$ cat src/rtl/multi_alarm_set_pkg.sv
// Shared encodings for the alarm setter: the mode bus and the per-channel ring state.
package multi_alarm_set_pkg;

    // Major mode on mode1.
    typedef enum logic [1:0] {
        M1_TIME      = 2'd0,
        M1_ALARM     = 2'd1,
        M1_STOPWATCH = 2'd2,
        M1_DATE      = 2'd3
    } mode1_t;

    // Minor mode on mode2 while in M1_ALARM.
    typedef enum logic [1:0] {
        M2_ALARM_G    = 2'd0,
        M2_ALARM_HOUR = 2'd1,
        M2_ALARM_MIN  = 2'd2,
        M2_ALARM_RSVD = 2'd3
    } mode2_t;

    // Ring state of one alarm channel.
    typedef enum logic [1:0] {
        A_IDLE = 2'd0,
        A_RING = 2'd1,
        A_SNZ  = 2'd2,
        A_DONE = 2'd3
    } alarm_state_t;

    // Width of the snooze and ring-minute counters (both count at most 59).
    localparam int CNT_W = 6;

    // Hour step with wrap 23 -> 0.
    function automatic logic [4:0] next_hour(input logic [4:0] h);
        return (h == 5'd23) ? 5'd0 : h + 5'd1;
    endfunction

    // Minute step with wrap 59 -> 0 and no carry into hours.
    function automatic logic [5:0] next_min(input logic [5:0] m);
        return (m == 6'd59) ? 6'd0 : m + 6'd1;
    endfunction

endpackage

$ cat src/rtl/alarm_channel.sv
// One alarm channel: hour/minute setting, enable, ring FSM, snooze and ring-minute counters.
module alarm_channel
    import multi_alarm_set_pkg::*;
#(
    parameter int SNOOZE_MIN = 5,
    parameter int RING_MIN   = 0
) (
    input  logic       clk,
    input  logic       reset_n,
    input  logic       inc_hour,
    input  logic       inc_min,
    input  logic       toggle_en,
    input  logic       set_press,
    input  logic       snooze_press,
    input  logic       minute_tick,
    input  logic [4:0] hours,
    input  logic [5:0] mins,
    output logic [4:0] ch_h,
    output logic [5:0] ch_m,
    output logic       en,
    output logic       ringing
);

    localparam logic [CNT_W-1:0] SNZ_LOAD = CNT_W'(SNOOZE_MIN);
    localparam logic [CNT_W-1:0] RING_LIM = CNT_W'(RING_MIN);

    alarm_state_t     state;
    logic [CNT_W-1:0] snz_cnt;
    logic [CNT_W-1:0] ring_cnt;
    logic             match;

    // Out-of-range time inputs can never equal a stored setting, so they never match.
    assign match   = en && (hours == ch_h) && (mins == ch_m);
    assign ringing = (state == A_RING);

    // Setting registers, enable and ring FSM; edits win over everything and park the channel in IDLE.
    // NOTE: sequential state uses non-blocking assignments so every register samples pre-edge values.
    always_ff @(posedge clk or negedge reset_n) begin
        if (!reset_n) begin
            ch_h     <= '0;
            ch_m     <= '0;
            en       <= 1'b0;
            state    <= A_IDLE;
            snz_cnt  <= '0;
            ring_cnt <= '0;
        end else if (inc_hour || inc_min) begin
            if (inc_hour) ch_h <= next_hour(ch_h);
            if (inc_min)  ch_m <= next_min(ch_m);
            en    <= 1'b1;
            state <= A_IDLE;
        end else begin
            if (toggle_en) en <= ~en;
            if (toggle_en && en) begin
                state <= A_IDLE;
            end else begin
                case (state)
                    A_IDLE: begin
                        if (match) begin
                            state    <= A_RING;
                            ring_cnt <= '0;
                        end
                    end
                    A_RING: begin
                        if (set_press) begin
                            state <= A_DONE;
                        end else if (snooze_press) begin
                            state   <= A_SNZ;
                            snz_cnt <= SNZ_LOAD;
                        end else if (RING_MIN != 0 && minute_tick) begin
                            if (ring_cnt + CNT_W'(1) == RING_LIM) state <= A_DONE;
                            else                                 ring_cnt <= ring_cnt + CNT_W'(1);
                        end
                    end
                    A_SNZ: begin
                        if (set_press) begin
                            state <= A_DONE;
                        end else if (minute_tick) begin
                            snz_cnt <= snz_cnt - CNT_W'(1);
                            if (snz_cnt == CNT_W'(1)) begin
                                state    <= A_RING;
                                ring_cnt <= '0;
                            end
                        end
                    end
                    A_DONE: begin
                        if (!match) state <= A_IDLE;
                    end
                    default: state <= A_IDLE;
                endcase
            end
        end
    end

endmodule

$ cat src/rtl/multi_alarm_set.sv
// Multi-channel alarm setter: button edge detection, channel selection, setting mux and alarm OR.
module multi_alarm_set
    import multi_alarm_set_pkg::*;
#(
    parameter int NUM_ALARMS = 4,
    parameter int SEL_W      = 2,
    parameter int SNOOZE_MIN = 5,
    parameter int RING_MIN   = 0
) (
    input  logic                  clk,
    input  logic                  reset_n,
    input  logic                  increase,
    input  logic                  set,
    input  logic                  snooze,
    input  logic                  next,
    input  logic [1:0]            mode1,
    input  logic [1:0]            mode2,
    input  logic [4:0]            hours,
    input  logic [5:0]            mins,
    output logic [4:0]            alarm_h,
    output logic [5:0]            alarm_m,
    output logic [SEL_W-1:0]      alarm_sel,
    output logic [NUM_ALARMS-1:0] alarm_en,
    output logic [NUM_ALARMS-1:0] alarm_src,
    output logic                  alarm
);

    logic       inc_q, set_q, snz_q, next_q;
    logic [5:0] mins_q;
    logic       inc_press, set_press, snz_press, next_press, minute_tick;
    logic       in_alarm, edit_h, edit_m, toggle_req, next_req;
    logic [4:0] ch_h [NUM_ALARMS];
    logic [5:0] ch_m [NUM_ALARMS];

    assign inc_press   = increase & ~inc_q;
    assign set_press   = set & ~set_q;
    assign snz_press   = snooze & ~snz_q;
    assign next_press  = next & ~next_q;
    assign minute_tick = (mins != mins_q);

    assign in_alarm   = (mode1 == M1_ALARM);
    assign edit_h     = in_alarm && (mode2 == M2_ALARM_HOUR) && inc_press;
    assign edit_m     = in_alarm && (mode2 == M2_ALARM_MIN) && inc_press;
    // The enable toggle shares the set button, so it is blocked while any channel rings.
    assign toggle_req = in_alarm && (mode2 == M2_ALARM_G) && set_press && !(|alarm_src);
    assign next_req   = in_alarm && (mode2 == M2_ALARM_G) && next_press;

    // Previous-cycle copies of the buttons and minutes for edge and tick detection.
    always_ff @(posedge clk or negedge reset_n) begin
        if (!reset_n) begin
            inc_q  <= 1'b0;
            set_q  <= 1'b0;
            snz_q  <= 1'b0;
            next_q <= 1'b0;
            mins_q <= '0;
        end else begin
            inc_q  <= increase;
            set_q  <= set;
            snz_q  <= snooze;
            next_q <= next;
            mins_q <= mins;
        end
    end

    // Selected channel index, wrapping after the last channel.
    always_ff @(posedge clk or negedge reset_n) begin
        if (!reset_n) begin
            alarm_sel <= '0;
        end else if (next_req) begin
            alarm_sel <= (alarm_sel == SEL_W'(NUM_ALARMS - 1)) ? '0 : alarm_sel + SEL_W'(1);
        end
    end

    generate
        for (genvar i = 0; i < NUM_ALARMS; i++) begin : g_ch
            logic hit;
            assign hit = (alarm_sel == SEL_W'(i));

            alarm_channel #(
                .SNOOZE_MIN(SNOOZE_MIN),
                .RING_MIN  (RING_MIN)
            ) u_ch (
                .clk         (clk),
                .reset_n     (reset_n),
                .inc_hour    (edit_h && hit),
                .inc_min     (edit_m && hit),
                .toggle_en   (toggle_req && hit),
                .set_press   (set_press),
                .snooze_press(snz_press),
                .minute_tick (minute_tick),
                .hours       (hours),
                .mins        (mins),
                .ch_h        (ch_h[i]),
                .ch_m        (ch_m[i]),
                .en          (alarm_en[i]),
                .ringing     (alarm_src[i])
            );
        end
    endgenerate

    // Setting of the selected channel towards the display mux.
    // NOTE: both outputs get a default first so no path through the loop can infer a latch.
    always_comb begin
        alarm_h = '0;
        alarm_m = '0;
        for (int i = 0; i < NUM_ALARMS; i++) begin
            if (alarm_sel == SEL_W'(i)) begin
                alarm_h = ch_h[i];
                alarm_m = ch_m[i];
            end
        end
    end

    assign alarm = |alarm_src;

endmodule

$ cat config.mk
export PLATFORM = sky130hd
export DESIGN_NAME = multi_alarm_set
export DESIGN_NICKNAME = d
export VERILOG_FILES = /design/src/rtl/multi_alarm_set_pkg.sv /design/src/rtl/alarm_channel.sv /design/src/rtl/multi_alarm_set.sv
export SDC_FILE = /design/constraint.sdc
export NUM_CORES = 1
export LEC_CHECK = 0
export ABC_AREA = 1
export CAP_MARGIN = 20
export CELL_PAD_IN_SITES_DETAIL_PLACEMENT = 1
export CELL_PAD_IN_SITES_GLOBAL_PLACEMENT = 2
export CORE_ASPECT_RATIO = 1.4
export CORE_MARGIN = 2
export CORE_UTILIZATION = 37
export CTS_CLUSTER_DIAMETER = 40
export DETAILED_ROUTE_END_ITERATION = 8
export GPL_TIMING_DRIVEN = 0
export HOLD_SLACK_MARGIN = 0.15
export PLACE_DENSITY = 0.85
export SYNTH_ARGS = -nofsm -noshare
export SYNTH_HDL_FRONTEND = slang
export SYNTH_SLANG_ARGS = --single-unit
$ cat constraint.sdc
create_clock -name clk -period 5.52 [get_ports clk]
set_input_delay 1.104 -clock clk [delete_from_list [all_inputs] [get_ports clk]]
set_output_delay 1.104 -clock clk [all_outputs]
set_load 0.1 [all_outputs]
==> impl_metrics.toml <==
[synthesis]
ys_types = 42
synth_area_leaders = "dfrtp_1 (36%), nand2_1 (16%), inv_1 (7.4%)"
synthesis.area_sq_um = 6450
synth-compound-area-share = 0.116
synth_top_flop_cell = "dfrtp_1"
synth_top_family_by_area = "simple AND/OR/NAND/NOR gates"
postSynthCellCount = 922
avgSynthCellArea_sq_um = 7.00
ys_async_sr_fraction = 1.00
synth_mux_area_frac = 0
synth.top_cell.area_share = 0.357
synth_edf_count = 0
yosys.area_share.simple = 0.346
yosysSeqAreaShare = 0.357
syn_nets = 968
yosysWarnings = 0
ys_ff_latch = 92
synth_adder_area_share = 0.0485
yosys.area.top_type = "dfrtp_1"
synth_xor_area_frac = 0.0326

[finish]
final_layout_size_suffix_gt1_frac = 0.0887
num_antenna_cells = 0
final_cells = 1217
fin_nets = 1022
design_area_sq_um = 7520
area_growth_pct = 16.6

[die]
core_sq_um = 17300
die_height_microns = 160
io-pin-count = 43
die_w_microns = 116
start_util = 0.374
rows = 57
design.die.area_sq_um = 18500

[timing]
fmax_ghz = 0.204
fin_crit_sh = 0.886
slew_viol_final = 0
period_minus_slack_ps = 4890
slew_headroom = 0.348
max_slew.worst_pin.slew_ps = 975
hold_viol_final = 0
finalWorstSetupSlack_ps = 630
finalClockSkew_ps = 9.59
rsz0062_at_grt = "false"
setup_viol = 0

[clock_network]
cts_resized = 0
numCtsBuffers = 9
postCtsHoldBufs = 0
cts-root-buf = "clkbuf_16"
ctsHtreeMaxLevel = 3
clock-sinks = 92
cts.path.max_buffers = 2
cts_tree = "yes"
clk_pin_slew_worst_paths_ps = 70
clock_latency_ps = 360
post-cts-setup-buffers = 0

[detailed_routing]
routed_wl_mm = 20.5
drt_iter0_markers = 234
viasPerCell = 5.07
ant_nets = 0
wl_per_cell_microns = 16.9
dr.pass1.iters = 5
drcViolationCount = 0
num_vias = 6175

[power]
power-per-cell-area_nw_per_um2 = 514
ir_drop_uv = 401
p_leak_nw = 3.70

[placed_design]
port_buffers = 42
dpl-instance-area_sq_um = 7200
post-place-ws_ps = 1030
dpl.cell_count = 1201
hpwlAfterDp_mm = 16.0
place.gp.congestion = 0.860

[grt]
grt_pass1_vias = 6355
antenna_found_initial = 0
grt_pass1_wl_mm = 33.8
grt_max_degree = 63
grt-ovfl-total = 0
grt_usage = 0.234

[critical_path]
path_class = "register to output pin"
worstPathMaxFanout = 10
required_ps = 4420
cp-end-kind = "output pin"
startpoint_type = "register"
reg2reg_depth = 10
worstPathArrival_ps = 3790

[status]
status = "completed"

[hold_path]
hold_path_class = "register to register"
whs_path_depth = 1

[job]
max-cap-violations = 0
logic make-up after synthesis:
group | count (synthesis)
AO/OA/AOI/OAI | 122
adder cells (fa/ha/maj) | 25
buffers and inverters | 159
flip-flops | 92
AND/OR/NAND/NOR | 500
XOR/XNOR | 24
worst max-delay path, stage by stage (launching register included):
cell	delay, ps
dfrtp_1	420
inv_1	110
ha_1	330
inv_1	210
clkbuf_1	440
buf_2	360
o21ai_0	140
o22ai_1	240
clkdlybuf4s50_1	1180
path summary, 6_finish.rpt:
| path | slack, ps | to | start |
|---|---|---|---|
| min in group asynchronous | 690 | g_ch[2].u_ch.ch_h[2] | reset_n |
| worst max register to register | 3270 | g_ch[2].u_ch.snz_cnt[3] | alarm_sel[0] |
| max in group asynchronous | 4120 | mins_q[4] | reset_n |
| worst min-delay path | 500 | g_ch[3].u_ch.ch_h[2] | g_ch[3].u_ch.ch_h[2] |
| worst max-delay path | 630 | alarm_h[3] | alarm_sel[0] |
| worst min register to register | 500 | g_ch[3].u_ch.ch_h[2] | g_ch[3].u_ch.ch_h[2] |
cells in the mapped netlist, types with 2 or more instances:
cell type	n
a211oi_1	2
a21oi_1	23
a221oi_1	3
a2bb2oi_1	3
buf_2	2
buf_4	8
buf_6	2
clkbuf_1	3
dfrtp_1	92
ha_1	25
inv_1	127
inv_2	17
nand2_1	275
nand2_2	3
nand3_1	47
nand3_2	2
nand3b_1	2
nand4_1	26
nand4_4	2
nor2_1	94
nor2_2	8
nor2_4	8
nor3_1	17
nor3_4	2
nor3b_1	3
nor4_1	6
o211ai_1	8
o21ai_0	47
o21ai_1	3
o21ai_2	12
o221ai_1	6
o22ai_1	10
or2_2	3
xnor2_1	2
xor2_1	22
placed cells by master, fill, tap and decap left out, drive strengths merged, types with 4 or more instances in the layout:
cell           synthesis  final
o221ai                 6      6
nand2                278    278
ha                    25     25
inv                  144    144
nor3                  19     19
nor2                 110    110
o211ai                 8      8
or2                    4      4
clkdlybuf4s50          0     41
o21ai                 62     62
nor4                   6      6
a21oi                 23     23
buf                   12     14
dfrtp                 92     92
o22ai                 10     10
clkbuf                 3     14
nand4                 29     29
nand3                 49     49
xor2                  22     22
cell type report:
class | count | area, sq um
buffer | 15 | 104
fill | 2242 | 9740
inverter | 144 | 541
timing repair buffer | 43 | 445
clock inverter | 5 | 85.1
tap | 236 | 295
multi-input combinational | 671 | 3510
sequential | 92 | 2300
clock buffer | 11 | 243
metal layers:
metal  vias to the layer above  share of wire  GRT usage
li1                       3071              -          -
met1                      3010           0.45      0.298
met2                        71           0.51      0.415
met3                        23          0.023     0.0235
met4                         0          0.019     0.0660
met5                         -              0          0
sequential cells by signal (all words and copies together) (netlist names):
register           count
g_ch.u_ch.ch_m        24
g_ch.u_ch.snz_cnt     24
g_ch.u_ch.ch_h        20
g_ch.u_ch.state        8
mins_q                 6
g_ch.u_ch.en           4
alarm_sel              2
inc_q                  1
next_q                 1
set_q                  1
snz_q                  1
per-stage QoR:
step,setup TNS [ps],hold WS [ps],utilization,power [mW]
global placement,-53720,487,0.415,3.15
finish,0,503,0.436,3.87
floorplan,0,463,-,2.64
global route,0,540,0.436,4.15
CTS,0,509,0.436,3.91
detailed placement,0,494,0.417,3.18
power breakdown:
group,switching [mW],internal [mW],total (mW)
Sequential,0.170,0.841,1.01
Combinational,1.52,0.629,2.15
Clock,0.301,0.412,0.713
Power figures use the tool's default switching activity.
==> patch 1: new RTL, same settings <==
The 4 states of `alarm_state_t` get a Gray code encoding in 2 bits.
--- a/src/rtl/multi_alarm_set_pkg.sv
+++ b/src/rtl/multi_alarm_set_pkg.sv
@@ -21,6 +21,6 @@
     typedef enum logic [1:0] {
-        A_IDLE = 2'd0,
-        A_RING = 2'd1,
-        A_SNZ  = 2'd2,
-        A_DONE = 2'd3
+        A_IDLE = 2'b00,
+        A_RING = 2'b01,
+        A_SNZ  = 2'b11,
+        A_DONE = 2'b10
     } alarm_state_t;
Function: same outputs for any inputs over 4 cycles, from zero or initial values and one cycle with reset_n low; so few cycles prove little.
==> patch 1 against the original RTL <==
Register-to-register slack got worse by 0.08 ns. Design area down 0.72%. Global-route usage is 1.1 points lower. Clock power grew 1%. Setup slack better by 0.014 ns. Routed wire length down 4.9%. Sequential cell count unchanged. Via count is 2.6% lower. Total power is 2.7% lower. Clock skew down 0.0025 ns. Worst hold slack gained 0.014 ns. Synthesized area fell by 0.76%.
==> patch 1: results <==
[run_status]
status = "finished, final reports clean"

[placement]
gp_congestion = 0.838
place_worst_setup_slack_ns = 1.10
placed_cell_area_um2 = 7130
dp_hpwl_um = 15200
io_buffers = 41
placedCellCount = 1191

[power_and_ir_drop]
clk-power_uw = 722
p_int_mw = 1.89
power_frac_comb_pct = 53.6
leakagePower_nw = 3.72
vdd_drop_max_mv = 0.371
p_seq_share_pct = 27.2

[synth]
synth_fp_nets = 958
synthCells = 917
ys_seq_area_share_pct = 35.9
yosys-mux-area-fraction_pct = 0.156
synth_compound_area_share_pct = 11.0
synth-xor-area-share_pct = 4.79
synthTopCellsByCount = "256 x nand2_1, 115 x inv_1, 107 x nor2_1, 92 x dfrtp_1, 56 x nand3_1"
ys_types = 45
ys_async_sr_fraction_pct = 100
synthAdderAreaFrac_pct = 3.91
ys_top_cells_by_area = "dfrtp_1 36%, nand2_1 15%, inv_1 6.7%, nor2_1 6.3%, nand3_1 4.4%"

[setup_path]
ff2ff_path_depth = 10
cp_data_arrival_time_ns = 3.77
critical_path.max_stage_delay_ns = 1.21
worstReg2RegEnd = "g_ch[2].u_ch.snz_cnt[1]$_DFFE_PN0P_"
ff2ff_setup_slack_ns = 3.19
r2r_start = "alarm_sel[0]$_DFFE_PN0P_"
slowest_stage = "clkdlybuf4s50_1"

[worst_hold_path]
holdPathEnd = "g_ch[0].u_ch.snz_cnt[5]$_DFFE_PN0P_"
whs_path_depth = 2
worstHoldStart = "g_ch[0].u_ch.snz_cnt[5]$_DFFE_PN0P_"

[clocking]
htreeDepth = 3
clk_latency_ns = 0.36
clk_pin_slew_ns = 0.07

[timing]
clock_skew_ns = 0.00713
holdWs_ns = 0.517
worstMarginPinSlew_ns = 1.01

[global_routing]
grt_pass1_wl_um = 32100
grt_max_degree = 59
track_usage_pct = 22.3
grt_pass1_vias = 6285

[drt]
dr.pass1.iters = 4
dr.first_iter.drc_count = 307
routed_via_density = 4.98
routed_wl_um = 19500
post_drt_wl_per_cell_um = 16.2

[cells_and_area]
num_antenna_cells = 0
fillers = 2197
drive_gt1_share_pct = 10.1
layout.nets = 1011
-- patch 1: how the worst max path moves through the flow --
stage	start	endpoint	slack, ns	depth (start not counted)
after floorplan	alarm_sel[1]$_DFFE_PN0P_	alarm_m[3]	0.12	7
after global placement	reset_n	g_ch[0].u_ch.snz_cnt[3]$_DFFE_PN0P_	-0.58	1
after detailed placement	alarm_sel[1]$_DFFE_PN0P_	alarm_h[1]	1.10	10
after CTS	alarm_sel[1]$_DFFE_PN0P_	alarm_h[1]	0.68	10
after global routing	alarm_sel[1]$_DFFE_PN0P_	alarm_h[1]	0.48	10
final	alarm_sel[1]$_DFFE_PN0P_	alarm_h[1]	0.64	10
-- patch 1: layer usage --
layer	wire length [um]	part of all wire (%)	vias to the layer above	GRT usage (%)
li1	-	-	3017	-
met1	8830	45	2894	28.5
met2	9750	50	72	38.7
met3	496	2.5	29	3.53
met4	434	2.2	0	6.35
met5	0	0	-	0
-- patch 1: worst reg2reg max path: cells and delay by family (launching register included) --
| family | cells | cell delay (ns) |
|---|---|---|
| buffers and inverters | 3 | 0.77 |
| and+or+nand+nor | 5 | 0.57 |
| DFF | 1 | 0.43 |
| AOI/OAI and AO/OA | 1 | 0.05 |
| adders and majority gates | 1 | 0.41 |
-- patch 1: area by class of cell --
| cell class | count | share of cell area [%] |
|---|---|---|
| buffer | 21 | 1.74 |
| clock inverter | 3 | 0.905 |
| inverter | 137 | 6.88 |
| clock buffer | 13 | 3.62 |
| tap | 232 | 3.89 |
| multi-input combinational | 667 | 46.3 |
| sequential | 92 | 30.8 |
| timing repair buffer | 42 | 5.83 |
==> patch 2: new RTL, config.mk and constraints unchanged <==
Made on the original files. Set the parameter `SEL_W` to 3 (it was 2).
--- a/src/rtl/multi_alarm_set.sv
+++ b/src/rtl/multi_alarm_set.sv
@@ -5,3 +5,3 @@
     parameter int NUM_ALARMS = 4,
-    parameter int SEL_W      = 2,
+    parameter int SEL_W      = 3,
     parameter int SNOOZE_MIN = 5,
Interface: changed (resized alarm_sel); port bits go from 43 to 44. The function was not compared with the original's and may differ.
==> patch 2 against the original RTL <==
Setup slack gained 0.27 ns. Synthesized area rose by 2.1%. Critical path depth increased by 1. Total power decreased by 13%. Sequential cell count increased by 1. Sequential power is 7% lower. Worst hold slack better by 0.013 ns. Routed wire length rose by 2.5%. Clock power down 17%. Non-clock buffer count grew 4. Design area grew 1.1%. Synthesized cell count is 0.76% higher. Critical path type unchanged.
==> patch 2: results <==
[run_status]
status = "finished, final reports clean"

[drt]
met1Wirelength_um = 9080
dr.pass1.iters = 4
route.met2.wl_um = 11000
routed_via_density = 5.02
vias = 6154
highest_layer = "met4"
dr.first_iter.drc_count = 219
route.met3.wl_um = 343
post_drt_wl_per_cell_um = 17.2

[global_routing]
grt_use_met2_pct = 42.7
met1_usage_pct = 28.1
grt_pass1_wl_um = 33800
globalRouteMet3Util_pct = 2.01
track_usage_pct = 23.3
grt_pass1_vias = 6397
grt_max_degree = 64
antenna_found_initial = 0

[setup_path]
cp_data_arrival_time_ns = 3.52
critPathMaxFanout = 9

[worst_hold_path]
hold_path.class = "reg2reg"

[clocking]
post_cts_resize_count = 0
post_cts_buffers = 0
clk_path_buf_depth = 2
cts_root_buf = "clkbuf_16"
clk_pin_slew_ns = 0.07
clk_latency_ns = 0.36
cts_inserted_buffers = 9
htreeDepth = 3

[timing]
clock_skew_ns = 0.00469
slew_headroom_pct = 34.6

[placement]
placedCellCount = 1209
place_worst_setup_slack_ns = 1.30
io_buffers = 43
dp_hpwl_um = 16600
gp_congestion = 0.888

[synth]
synthTopCellsByCount = "256 x nand2_1, 123 x inv_1, 95 x nor2_1, 93 x dfrtp_1, 54 x o21ai_0"
ys_types = 42
avgSynthCellArea_um2 = 7.10
yosys_warnings = 0
ys_top_cells_by_area = "dfrtp_1 35%, nand2_1 15%, inv_1 7.0%, nor2_1 5.4%, ha_1 4.7%"
ys_async_sr_fraction_pct = 100
ys_seq_area_share_pct = 35.3
synth_fp_nets = 975

[cells_and_area]
drive_gt1_share_pct = 10.9
num_antenna_cells = 0
top_regs = "g_ch.u_ch.ch_m (24), g_ch.u_ch.snz_cnt (24), g_ch.u_ch.ch_h (20)"
layout.nets = 1030

[power_and_ir_drop]
vdd_drop_max_mv = 0.382
p_switching_mw = 1.69
leakagePower_nw = 3.73
## patch 2: cell types whose count changed in the layout (fill, tap and decap cells not counted), moves of 6 or more
| cell | unedited run | this run |
|---|---|---|
| xnor2_1 | 2 | 9 |
| o21ai_2 | 12 | 18 |
| o211ai_1 | 8 | 14 |
| nand2_1 | 275 | 256 |
| o21ai_0 | 47 | 54 |
## patch 2: power by group through the flow
stage	clock [mW]	combinational (mW)	sequential (mW)
floorplan	0	1.37	0.971
global placement	0	1.81	0.955
detailed placement	0	1.83	0.958
CTS	0.609	1.84	0.946
global route	0.637	2.01	0.965
finish	0.593	1.82	0.944
## patch 2: final cells by class
class / instances / area (um2)
fill: 2287 / 9800
tap: 236 / 295
multi-input combinational: 676 / 3610
inverter: 142 / 536
clock buffer: 12 / 236
clock inverter: 4 / 25.0
sequential: 93 / 2330
timing repair buffer: 44 / 455
buffer: 18 / 124
## patch 2: worst paths after layout
| check | end | depth (start not counted) | slack, ns | from |
|---|---|---|---|---|
| max | alarm_m[0] | 9 | 0.90 | alarm_sel[1]$_DFFE_PN0P_ |
| min | g_ch[0].u_ch.snz_cnt[0]$_DFFE_PN0P_ | 2 | 0.52 | g_ch[0].u_ch.snz_cnt[0]$_DFFE_PN0P_ |
| max reg2reg | g_ch[1].u_ch.snz_cnt[2]$_DFFE_PN0P_ | 12 | 3.19 | alarm_sel[1]$_DFFE_PN0P_ |
| min reg2reg | g_ch[0].u_ch.snz_cnt[0]$_DFFE_PN0P_ | 2 | 0.52 | g_ch[0].u_ch.snz_cnt[0]$_DFFE_PN0P_ |
| max in group asynchronous | g_ch[3].u_ch.ch_m[3]$_DFFE_PN0P_ | 2 | 4.12 | reset_n |
| min in group asynchronous | g_ch[2].u_ch.snz_cnt[3]$_DFFE_PN0P_ | 1 | 0.69 | reset_n |
## patch 2: cells by family after synthesis
family                     after synthesis  synth area share, %
DFF                                     93                 35.3
adders and majority gates               25                 4.74
AOI/OAI and AO/OA                      132                 12.3
and+or+nand+nor                        492                 34.1
xor gates and xnor gates                27                 3.59
buffers and inverters                  160                 10.0
## patch 2: metrics by stage
stage | hold slack, ns | utilization, % | instance area (um2) | power (mW)
after CTS | 0.524 | 43.7 | 7600 | 3.40
after global placement | 0.493 | 42.1 | 7320 | 2.76
after global routing | 0.552 | 43.7 | 7600 | 3.61
after detailed placement | 0.506 | 42.2 | 7340 | 2.79
after floorplan | 0.476 | - | 6590 | 2.34
final | 0.516 | 43.7 | 7600 | 3.36
## patch 2: critical path: stages, from the launching register on
cell and delay, ns:
dfrtp_1 0.41, inv_1 0.11, ha_1 0.33, inv_2 0.15, nor2_4 0.29, inv_4 0.13
o21ai_0 0.22, o221ai_1 0.16, o21ai_0 0.16, clkdlybuf4s50_1 1.18
